## src/rtl/lock_entry_sequencer_pkg.sv

```systemverilog
// rtl/lock_entry_sequencer_pkg.sv - shared types, defaults and width helpers for the lock sequencer
// Purpose: state encoding for the entry FSM, default parameter values and the
//          width helpers used to size the failure counter and the shared timer.
// Ports:   none (package).
package lock_entry_sequencer_pkg;

    typedef enum logic [2:0] {
        ST_RELOCK  = 3'd0,
        ST_IDLE    = 3'd1,
        ST_CLEAR   = 3'd2,
        ST_SHIFT   = 3'd3,
        ST_SETTLE  = 3'd4,
        ST_CHECK   = 3'd5,
        ST_OPEN    = 3'd6,
        ST_LOCKOUT = 3'd7
    } lock_state_t;

    localparam int DEF_CODE_W      = 3;
    localparam int DEF_MAX_FAILS   = 3;
    localparam int DEF_LOCKOUT_CYC = 16;
    localparam int DEF_UNLOCK_CYC  = 8;
    localparam int DEF_SETTLE_CYC  = 1;

    function automatic int max3(input int a, input int b, input int c);
        int m;
        m = (a > b) ? a : b;
        return (m > c) ? m : c;
    endfunction

    // Failure counter must hold 0..max_fails inclusive.
    function automatic int fail_w(input int max_fails);
        return (max_fails > 1) ? $clog2(max_fails + 1) : 1;
    endfunction

    // Timer holds N-1 of the longest window.
    function automatic int timer_w(input int lockout_cyc, input int unlock_cyc, input int settle_cyc);
        int w;
        w = $clog2(max3(lockout_cyc, unlock_cyc, settle_cyc) + 1);
        return (w > 0) ? w : 1;
    endfunction

endpackage

```

## src/rtl/lock_entry_sequencer_if.sv

```systemverilog
// rtl/lock_entry_sequencer_if.sv - code attempt / verdict handshake bundle
// Purpose: groups the attempt offer (code_valid/code_in/code_ready) and the
//          verdict pulse (result_valid/result_pass) between a requester and the sequencer.
// Ports:   master drives code_valid, code_in and observes code_ready, result_valid, result_pass;
//          slave is the sequencer side.
interface lock_entry_sequencer_if #(
    parameter int CODE_W = 3
) ();
    logic              code_valid;
    logic [CODE_W-1:0] code_in;
    logic              code_ready;
    logic              result_valid;
    logic              result_pass;

    modport master (
        output code_valid,
        output code_in,
        input  code_ready,
        input  result_valid,
        input  result_pass
    );

    modport slave (
        input  code_valid,
        input  code_in,
        output code_ready,
        output result_valid,
        output result_pass
    );
endinterface

```

## src/rtl/lock_entry_sequencer_cycle_timer.sv

```systemverilog
// rtl/lock_entry_sequencer_cycle_timer.sv - loadable down-counter with expire flag
// Purpose: one timer shared by the SETTLE, OPEN and LOCKOUT windows. Loaded with N-1
//          on window entry, it reads expired during the Nth cycle of the window.
// Ports:   clk, clr (sync active-high), load, load_val[W-1:0] in; expired out.
module lock_cycle_timer #(
    parameter int W = 5
) (
    input  logic         clk,
    input  logic         clr,
    input  logic         load,
    input  logic [W-1:0] load_val,
    output logic         expired
);

    logic [W-1:0] cnt_q;

    always_ff @(posedge clk) begin
        if (clr) begin
            cnt_q <= '0;
        end else if (load) begin
            cnt_q <= load_val;
        end else if (cnt_q != '0) begin
            cnt_q <= cnt_q - W'(1);
        end
    end

    assign expired = (cnt_q == '0);

endmodule

```

## src/rtl/lock_entry_sequencer.sv

```systemverilog
// rtl/lock_entry_sequencer.sv - sequences code entry into the serial combination-lock datapath
// Purpose: accepts a parallel code attempt, clears the datapath, shifts the code MSB first,
//          samples the unlock indication and reports pass/fail; tracks consecutive failures
//          with a timed lockout and auto-relocks after a timed open window.
// Ports:   clk, clr (sync active-high reset)
//          code_if (slave): code_valid, code_in, code_ready, result_valid, result_pass
//          lock_data, lock_clr_n out to datapath; lock_unlocked in from datapath
//          relock in (early close of open window)
//          door_open, lockout, fail_cnt[FW-1:0] status out
module lock_entry_sequencer
    import lock_entry_sequencer_pkg::*;
#(
    parameter int CODE_W      = DEF_CODE_W,
    parameter int MAX_FAILS   = DEF_MAX_FAILS,
    parameter int LOCKOUT_CYC = DEF_LOCKOUT_CYC,
    parameter int UNLOCK_CYC  = DEF_UNLOCK_CYC,
    parameter int SETTLE_CYC  = DEF_SETTLE_CYC
) (
    input  logic                           clk,
    input  logic                           clr,
    lock_entry_sequencer_if.slave          code_if,
    output logic                           lock_data,
    output logic                           lock_clr_n,
    input  logic                           lock_unlocked,
    input  logic                           relock,
    output logic                           door_open,
    output logic                           lockout,
    output logic [fail_w(MAX_FAILS)-1:0]   fail_cnt
);

    localparam int FW = fail_w(MAX_FAILS);
    localparam int TW = timer_w(LOCKOUT_CYC, UNLOCK_CYC, SETTLE_CYC);
    localparam int IW = (CODE_W > 1) ? $clog2(CODE_W) : 1;

    localparam logic [IW-1:0] LAST_IDX  = IW'(CODE_W - 1);
    localparam logic [FW-1:0] FAIL_MAX  = FW'(MAX_FAILS);
    localparam logic [TW-1:0] SETTLE_LD = TW'(SETTLE_CYC - 1);
    localparam logic [TW-1:0] UNLOCK_LD = TW'(UNLOCK_CYC - 1);
    localparam logic [TW-1:0] LOCKOUT_LD = TW'(LOCKOUT_CYC - 1);

    lock_state_t       state_q, state_d;
    logic [CODE_W-1:0] code_sh_q;
    logic [IW-1:0]     bit_idx_q;
    logic [FW-1:0]     fail_q;
    logic [FW-1:0]     fail_inc;
    logic              unlk_q;
    logic              tmr_load;
    logic [TW-1:0]     tmr_val;
    logic              tmr_expired;

    lock_cycle_timer #(.W(TW)) u_timer (
        .clk      (clk),
        .clr      (clr),
        .load     (tmr_load),
        .load_val (tmr_val),
        .expired  (tmr_expired)
    );

    // Saturating next failure count; lockout fires when it reaches the limit.
    assign fail_inc = (fail_q == FAIL_MAX) ? fail_q : fail_q + FW'(1);

    // State register
    always_ff @(posedge clk) begin
        if (clr) begin
            state_q <= ST_RELOCK;
        end else begin
            state_q <= state_d;
        end
    end

    // Next-state logic. The verdict uses unlk_q, the unlock flag registered during the
    // last SETTLE cycle; the datapath is static after the final shift, so this is the
    // same value the datapath shows in CHECK while keeping result_pass a pure register decode.
    always_comb begin
        state_d = state_q;
        case (state_q)
            ST_RELOCK:  state_d = ST_IDLE;
            ST_IDLE:    if (code_if.code_valid) state_d = ST_CLEAR;
            ST_CLEAR:   state_d = ST_SHIFT;
            ST_SHIFT:   if (bit_idx_q == LAST_IDX) state_d = ST_SETTLE;
            ST_SETTLE:  if (tmr_expired) state_d = ST_CHECK;
            ST_CHECK: begin
                if (unlk_q) begin
                    state_d = ST_OPEN;
                end else if (fail_inc == FAIL_MAX) begin
                    state_d = ST_LOCKOUT;
                end else begin
                    state_d = ST_RELOCK;
                end
            end
            // Expiry and relock in the same cycle collapse into one transition.
            ST_OPEN:    if (tmr_expired || relock) state_d = ST_RELOCK;
            ST_LOCKOUT: if (tmr_expired) state_d = ST_RELOCK;
            default:    state_d = ST_RELOCK;
        endcase
    end

    // Timer load on entry to a timed window.
    always_comb begin
        tmr_load = 1'b0;
        tmr_val  = '0;
        if (state_d != state_q) begin
            case (state_d)
                ST_SETTLE: begin
                    tmr_load = 1'b1;
                    tmr_val  = SETTLE_LD;
                end
                ST_OPEN: begin
                    tmr_load = 1'b1;
                    tmr_val  = UNLOCK_LD;
                end
                ST_LOCKOUT: begin
                    tmr_load = 1'b1;
                    tmr_val  = LOCKOUT_LD;
                end
                default: begin
                    tmr_load = 1'b0;
                    tmr_val  = '0;
                end
            endcase
        end
    end

    // Code shift register, bit index, failure count, registered unlock flag.
    always_ff @(posedge clk) begin
        if (clr) begin
            code_sh_q <= '0;
            bit_idx_q <= '0;
            fail_q    <= '0;
            unlk_q    <= 1'b0;
        end else begin
            unlk_q <= lock_unlocked;
            case (state_q)
                ST_IDLE: begin
                    if (code_if.code_valid) code_sh_q <= code_if.code_in;
                end
                ST_CLEAR: begin
                    bit_idx_q <= '0;
                end
                ST_SHIFT: begin
                    code_sh_q <= code_sh_q << 1;
                    bit_idx_q <= bit_idx_q + IW'(1);
                end
                ST_CHECK: begin
                    fail_q <= unlk_q ? '0 : fail_inc;
                end
                ST_LOCKOUT: begin
                    if (tmr_expired) fail_q <= '0;
                end
                default: begin
                end
            endcase
        end
    end

    // Output decode from registered state only.
    always_comb begin
        code_if.code_ready   = (state_q == ST_IDLE);
        code_if.result_valid = (state_q == ST_CHECK);
        code_if.result_pass  = (state_q == ST_CHECK) && unlk_q;
        lock_clr_n           = !((state_q == ST_RELOCK) || (state_q == ST_CLEAR));
        lock_data            = (state_q == ST_SHIFT) && code_sh_q[CODE_W-1];
        door_open            = (state_q == ST_OPEN);
        lockout              = (state_q == ST_LOCKOUT);
    end

    assign fail_cnt = fail_q;

endmodule
```

## src/flat_wrapper.sv

```systemverilog
// flat-port wrapper written by rule: the top's interface ports become plain ports
module lock_entry_sequencer_flat import lock_entry_sequencer_pkg::*;
#(
    parameter int CODE_W      = DEF_CODE_W,
    parameter int MAX_FAILS   = DEF_MAX_FAILS,
    parameter int LOCKOUT_CYC = DEF_LOCKOUT_CYC,
    parameter int UNLOCK_CYC  = DEF_UNLOCK_CYC,
    parameter int SETTLE_CYC  = DEF_SETTLE_CYC
)
  (clk, clr, lock_data, lock_clr_n, lock_unlocked, relock, door_open, lockout, fail_cnt, code_if_code_valid, code_if_code_in, code_if_code_ready, code_if_result_valid, code_if_result_pass);
  lock_entry_sequencer_if #(.CODE_W(CODE_W)) code_if_i ();
  input  logic clk;
  input  logic clr;
  output logic lock_data;
  output logic lock_clr_n;
  input  logic lock_unlocked;
  input  logic relock;
  output logic door_open;
  output logic lockout;
  output logic [fail_w(MAX_FAILS)-1:0] fail_cnt;
  input wire logic [$bits(code_if_i.code_valid)-1:0] code_if_code_valid;
  input wire logic [$bits(code_if_i.code_in)-1:0] code_if_code_in;
  output wire logic [$bits(code_if_i.code_ready)-1:0] code_if_code_ready;
  output wire logic [$bits(code_if_i.result_valid)-1:0] code_if_result_valid;
  output wire logic [$bits(code_if_i.result_pass)-1:0] code_if_result_pass;
  assign code_if_i.code_valid = code_if_code_valid;
  assign code_if_i.code_in = code_if_code_in;
  assign code_if_code_ready = code_if_i.code_ready;
  assign code_if_result_valid = code_if_i.result_valid;
  assign code_if_result_pass = code_if_i.result_pass;
  lock_entry_sequencer #(.CODE_W(CODE_W), .MAX_FAILS(MAX_FAILS), .LOCKOUT_CYC(LOCKOUT_CYC), .UNLOCK_CYC(UNLOCK_CYC), .SETTLE_CYC(SETTLE_CYC)) u_core (.clk(clk), .clr(clr), .code_if(code_if_i), .lock_data(lock_data), .lock_clr_n(lock_clr_n), .lock_unlocked(lock_unlocked), .relock(relock), .door_open(door_open), .lockout(lockout), .fail_cnt(fail_cnt));
endmodule
```

## config.mk

```make
export PLATFORM = sky130hd
export DESIGN_NAME = lock_entry_sequencer_flat
export DESIGN_NICKNAME = d
export VERILOG_FILES = /design/src/rtl/lock_entry_sequencer_pkg.sv /design/src/rtl/lock_entry_sequencer_if.sv /design/src/rtl/lock_entry_sequencer_cycle_timer.sv /design/src/rtl/lock_entry_sequencer.sv /design/src/flat_wrapper.sv
export SDC_FILE = /design/constraint.sdc
export NUM_CORES = 1
export LEC_CHECK = 0
export ABC_AREA = 0
export CAP_MARGIN = 20
export CORE_AREA = 3 3 52 54
export DETAILED_ROUTE_END_ITERATION = 8
export DIE_AREA = 0 0 55 57
export RECOVER_POWER = 100
export REMOVE_ABC_BUFFERS = 1
export SYNTH_ARGS = -nofsm -noshare
export SYNTH_HDL_FRONTEND = slang
export SYNTH_SLANG_ARGS = --single-unit
```

## constraint.sdc

```tcl
create_clock -name clk -period 5.6 [get_ports clk]
set_input_delay 0.84 -clock clk [delete_from_list [all_inputs] [get_ports clk]]
set_output_delay 0.84 -clock clk [all_outputs]
set_load 0.005 [all_outputs]
```

Word-level counts from Yosys, hierarchy flattened:

Cells that the tools add are included.

* $add $sub $neg: 3
* reduce and logical (&&, ||, !) cells: 15
* multiplexer cells: 21
* equal/unequal tests: 16

Operators with widths (count)
* 3-bit 2-to-1 mux: 8
* 3-bit case mux with 8 select lines: 1
* 3-bit equality test (second input constant): 7
* 5-bit 2-to-1 mux: 3
* 2-bit case mux with 2 select lines: 2
* 4-bit case mux with 2 select lines: 1
* 2-bit nonzero test: 4
* 2-bit equality test (second input constant): 3
* 3-bit by 2-bit equality test with 1-bit output (second input constant): 2
* 2-bit 2-to-1 mux: 3
* 3-bit case mux with 2 select lines: 1
* 5-bit logical NOT: 1
* 5-bit nonzero test: 1
* 5-bit by 1-bit subtractor with 5-bit output (second input constant): 1
* 2-bit by 1-bit adder with 2-bit output (second input constant): 2
* 2-bit AND reduction: 2
* 3-bit by 1-bit equality test with 1-bit output (second input constant): 1
* 3-bit logical NOT: 1
* 3-bit != test: 1
* 3-bit OR reduction: 1
* 1-bit logical AND: 2
* 1-bit logical OR: 2
* 1-bit 2-to-1 mux: 2
* 2-bit by 1-bit != test with 1-bit output (second input constant): 1
* 2 further kinds: 2

* bits in registers: 16
* logic and storage cells: 61
* output and inout port bits: 9
* input bits: 8

Longest topological paths before layout:

* depth after elaboration: 11
* depth in mapped cells: 7
* gate-level depth less buffers: 6

Modules after synthesis:

Synthesis repeated with hierarchy kept, for this count alone.

* cells, all modules: 115
* area total of the unflattened synthesis: 938.4 um^2

By module, submodules not included
* lock_entry_sequencer: instances 1, area an instance 650.6 um^2, cells an instance 83, sequential area each 220.2 um^2
* lock_cycle_timer: instances 1, area an instance 287.8 um^2, cells an instance 32, sequential area each 100.1 um^2

Worst setup path after synthesis:

No wires, ideal clock.

* path kind: register -> register
* start point: reg u_core.u_timer.cnt_q[0]
* end point: reg u_core.fail_q[0], in the netlist u_core.fail_cnt[0]
* data required time: 5.474 ns
* period minus slack after synthesis: 1.765 ns
* data arrival time: 1.639 ns
* buffers on the path: 1
* path slack: 3.835 ns
* library setup time: 0.126 ns
* stages on the path, launching flop included: 8
* path through: dfxtp_1 > inv_1 > ha_1 > or4b_1 > buf_2 > a211oi_4 > mux2i_1 > nor2_1

* longest elaborated chain between the ends: 3

RTL lines
* start, declared: line lock_entry_sequencer_cycle_timer.sv:15 `logic [W-1:0] cnt_q;`
* start signal, assigned: line lock_entry_sequencer_cycle_timer.sv:21 `cnt_q <= load_val;`
* start signal, assigned: line lock_entry_sequencer_cycle_timer.sv:23 `cnt_q <= cnt_q - W'(1);`
* 5-bit logical NOT: line lock_entry_sequencer_cycle_timer.sv:27 `assign expired = (cnt_q == '0);`
* 2-bit by 1-bit != test with 1-bit output (no line)
* 2-bit AND reduction (no line)
* end signal, assigned: line lock_entry_sequencer.sv:145 `fail_q <= unlk_q ? '0 : fail_inc;`
* end, declared: line lock_entry_sequencer.sv:44 `logic [FW-1:0] fail_q;`

No other way between the ends.
A chain may end at the register's enable or synchronous reset.

Final worst setup path:

* start point: reg u_core.state_q[2]
* end point: out lock_data

* longest elaborated chain between the ends: 2

RTL lines
* start, declared: line lock_entry_sequencer.sv:41 `lock_state_t state_q, state_d;`
* start signal, assigned: line lock_entry_sequencer.sv:67 `state_q <= state_d;`
* 3-bit by 2-bit equality test with 1-bit output: line lock_entry_sequencer.sv:162 `lock_data = (state_q == ST_SHIFT) && code_sh_q[CODE_W-1];`
* 1-bit logical AND: line lock_entry_sequencer.sv:162
* end, declared: line flat_wrapper.sv:14 `output logic lock_data;`

No other way between the ends.

==> out/qor.yml <==
worst_setup_path:
  critical_path_required_ns: 4.76
  cp-start-kind: "register"
  critPathMaxFanout: 13
  max_stage_delay_ns: 0.57
  worst-setup-path-type: "register to output pin"
  path_delay_family: "buffers and inverters"
  worstPathCellList: "and3b_1 -> and2_1 -> dlygate4sd3_1"
  cpMaxStageDelayCell: "dlygate4sd3_1"
  cp.arrival_ns: 1.81
  crit_buf_inv: 1
  cp-end-kind: "output pin"
placed_design:
  port_buffers: 16
  dp_hpwl_um: 1414
  gp_congestion: 0.8123
  pre_cts_slack_ns: 3.290
cts:
  cts_root_buffer: "clkbuf_4"
  cts_setup_buffers: 0
  cts_buffers: 3
  ctsHoldBuffers: 0
  cts_resized: 0
  clk_pin_slew_ns: 0.09
  clkLatencyLatePin_ns: 0.28
  cts_max_level: 1
  clock_sinks: 16
  cts_buffer_depth: 2
  cts_tree: "built"
die:
  die_width_um: 55
  die_area_um2: 3135
  num_rows: 17
  dieHeight_um: 57
  start_util_pct: 40.51
  io_pins: 17
  core_area_um2: 2255
power_and_ir_drop:
  power.density_nw_per_um2: 398.7
  peakVddDrop_mv: 0.2251
  p_leak_nw: 0.4468
logic_synthesis:
  seq_area_frac_synth_pct: 35.07
  synth_area_leaders: "dfxtp_1 35%, a21oi_1 5.5%, mux2i_1 5.5%"
  netlist_area_um2: 913.4
  netlist.area_leader.share_pct: 35.07
  synth-warning-count: 0
  synth_largest_area_cell: "dfxtp_1"
  syn_area_per_cell_um2: 8.229
  ys_seq_elements: 16
  syn_inst: 111
  yosysUniqueCellTypes: 35
drt:
  viasPerCell: 5.250
  wl_per_cell_um: 12.59
  top_layer: "met4"
  wl_met2_um: 871
  wl_um: 1913
  first_pass_iters: 4
  drc: 0
  wl_met3_um: 103
  drt_iter0_drc: 17
  via_count: 798
  antenna_left: 0
  routedLengthMet1_um: 920
global_route:
  grt_pass1_vias: 734
  grt_pass1_wl_um: 3408
  antenna_found_initial: 0
  grt_max_degree: 17
  grt_usage_pct: 14.32
  grt-ovfl-total: 0
timing:
  hold_violations: 0
  fin_skew_ns: 0.002981
  max_freq_mhz: 377.7
  fin_ws_ns: 2.952
  relSlewSlack_pct: 47.02
  worst_pin_slew_ns: 0.7837
  rsz0062_at_grt: "false"
  fin_crit_sh_pct: 47.28
  min_period_ns: 2.648
  fin_tns_setup_ns: 0
  slew_violations: 0
  setup_violations: 0
worst_hold_path:
  hp-class: "register to register"
layout:
  synthToLayoutAreaGrowth_pct: 18.36
  nets: 136
  drive_above_1_share_pct: 5.645
  diodes: 0
run_status:
  run_status: "finished, final reports clean"
flow_run:
  drv_cap: 0
[worst register-to-register path, delay by kind of cell (launching register included)]
kind            cells  cell delay, ns
compound gates      3            0.92
simple gates        1            0.58
flops               1            0.35
fa+ha+maj           1            0.19
buf+inv             1            0.09
[synth_stat cells]
library cell,number
nand2_1,11
dfxtp_1,16
nor2_1,11
nor3_1,7
a22o_1,1
nor2b_1,3
a31oi_1,2
buf_6,1
or4b_1,1
and3_1,2
a211oi_4,1
nand2b_1,2
mux2i_1,5
o32ai_1,1
o21ai_0,3
a31o_2,1
xnor2_1,1
and2_1,1
clkbuf_8,1
a211oi_1,2
clkbuf_1,2
xor2_1,2
o211ai_1,1
nor4b_1,1
a311oi_1,1
or2_2,1
ha_1,3
buf_2,2
nand3_1,2
inv_1,7
nand3b_1,3
dlygate4sd1_1,1
and3b_1,1
a211oi_2,1
a21oi_1,10
[per-stage QoR]
stage          hold slack (ns)  instances  util (%)  power [mW]  instance area, µm²
3_5_place_dp            0.4586        148     46.89      0.3657                1057
5_1_grt                 0.5269        152     47.95      0.4668                1081
6_report                0.4666        152     47.95      0.4310                1081
3_3_place_gp            0.4419        148     46.89      0.3608                1057
4_1_cts                 0.4723        152     48.50      0.4433                1094
2_1_floorplan           0.4258        104         -      0.3119               862.1
[metal layers]
metal | track usage [%] | vias to the layer above
met5 | 0 | -
met4 | 4.167 | 0
met3 | 3.394 | 2
met2 | 19.93 | 27
met1 | 21.68 | 358
li1 | - | 411
[placed cells by master, fill, tap and decap left out, types with 3 or more instances in the layout]
master	Yosys	final
nand3b_1	3	3
dlygate4sd3_1	0	11
nor2_1	11	11
a21oi_1	10	10
clkbuf_4	0	3
ha_1	3	3
o21ai_0	3	3
nor3_1	7	7
a211oi_1	2	3
mux2i_1	5	5
dfxtp_1	16	16
inv_1	7	7
nand2_1	11	11
clkdlybuf4s50_1	0	5
nor2b_1	3	3
[state kept, by name (all words and copies together) (netlist names)]
signal	flops
u_core.u_timer.cnt_q	5
u_core.code_sh_q	3
u_core.state_q	3
u_core.bit_idx_q	2
u_core.fail_cnt	2
u_core.unlk_q	1
[power breakdown]
group | internal (mW) | switching [mW]
clock | 0.0395 | 0.0361
combinational | 0.0896 | 0.0914
sequential | 0.140 | 0.0340
total | 0.270 | 0.161
[path summary, 6_finish.rpt]
check / from / endpoint / slack, ns / cells past startpoint
max: u_core.state_q[2] / lock_data / 2.95 / 3
min: u_core.bit_idx_q[0] / u_core.bit_idx_q[0] / 0.47 / 2
max reg2reg: u_core.u_timer.cnt_q[0] / u_core.fail_cnt[1] / 3.41 / 6
min reg2reg: u_core.bit_idx_q[0] / u_core.bit_idx_q[0] / 0.47 / 2
[cells by family after synthesis]
family	count (synthesis)	synth area share [%]
AO/OA/AOI/OAI	24	18.36
XOR/XNOR	3	2.877
adder cells (fa/ha/maj)	3	4.110
buffers and inverters	14	8.494
flip-flops	16	35.07
multiplexers	5	5.480
AND/OR/NAND/NOR	46	25.62
[cell type report]
| cell class | instances | area (µm²) |
|---|---|---|
| clock buffer | 4 | 36.28 |
| sequential | 16 | 320.3 |
| tap | 28 | 35.03 |
| timing repair buffer | 16 | 160.2 |
| inverter | 7 | 26.28 |
| fill | 233 | 1174 |
| multi-input combinational | 81 | 503.0 |
Power figures use the tool's default switching activity.
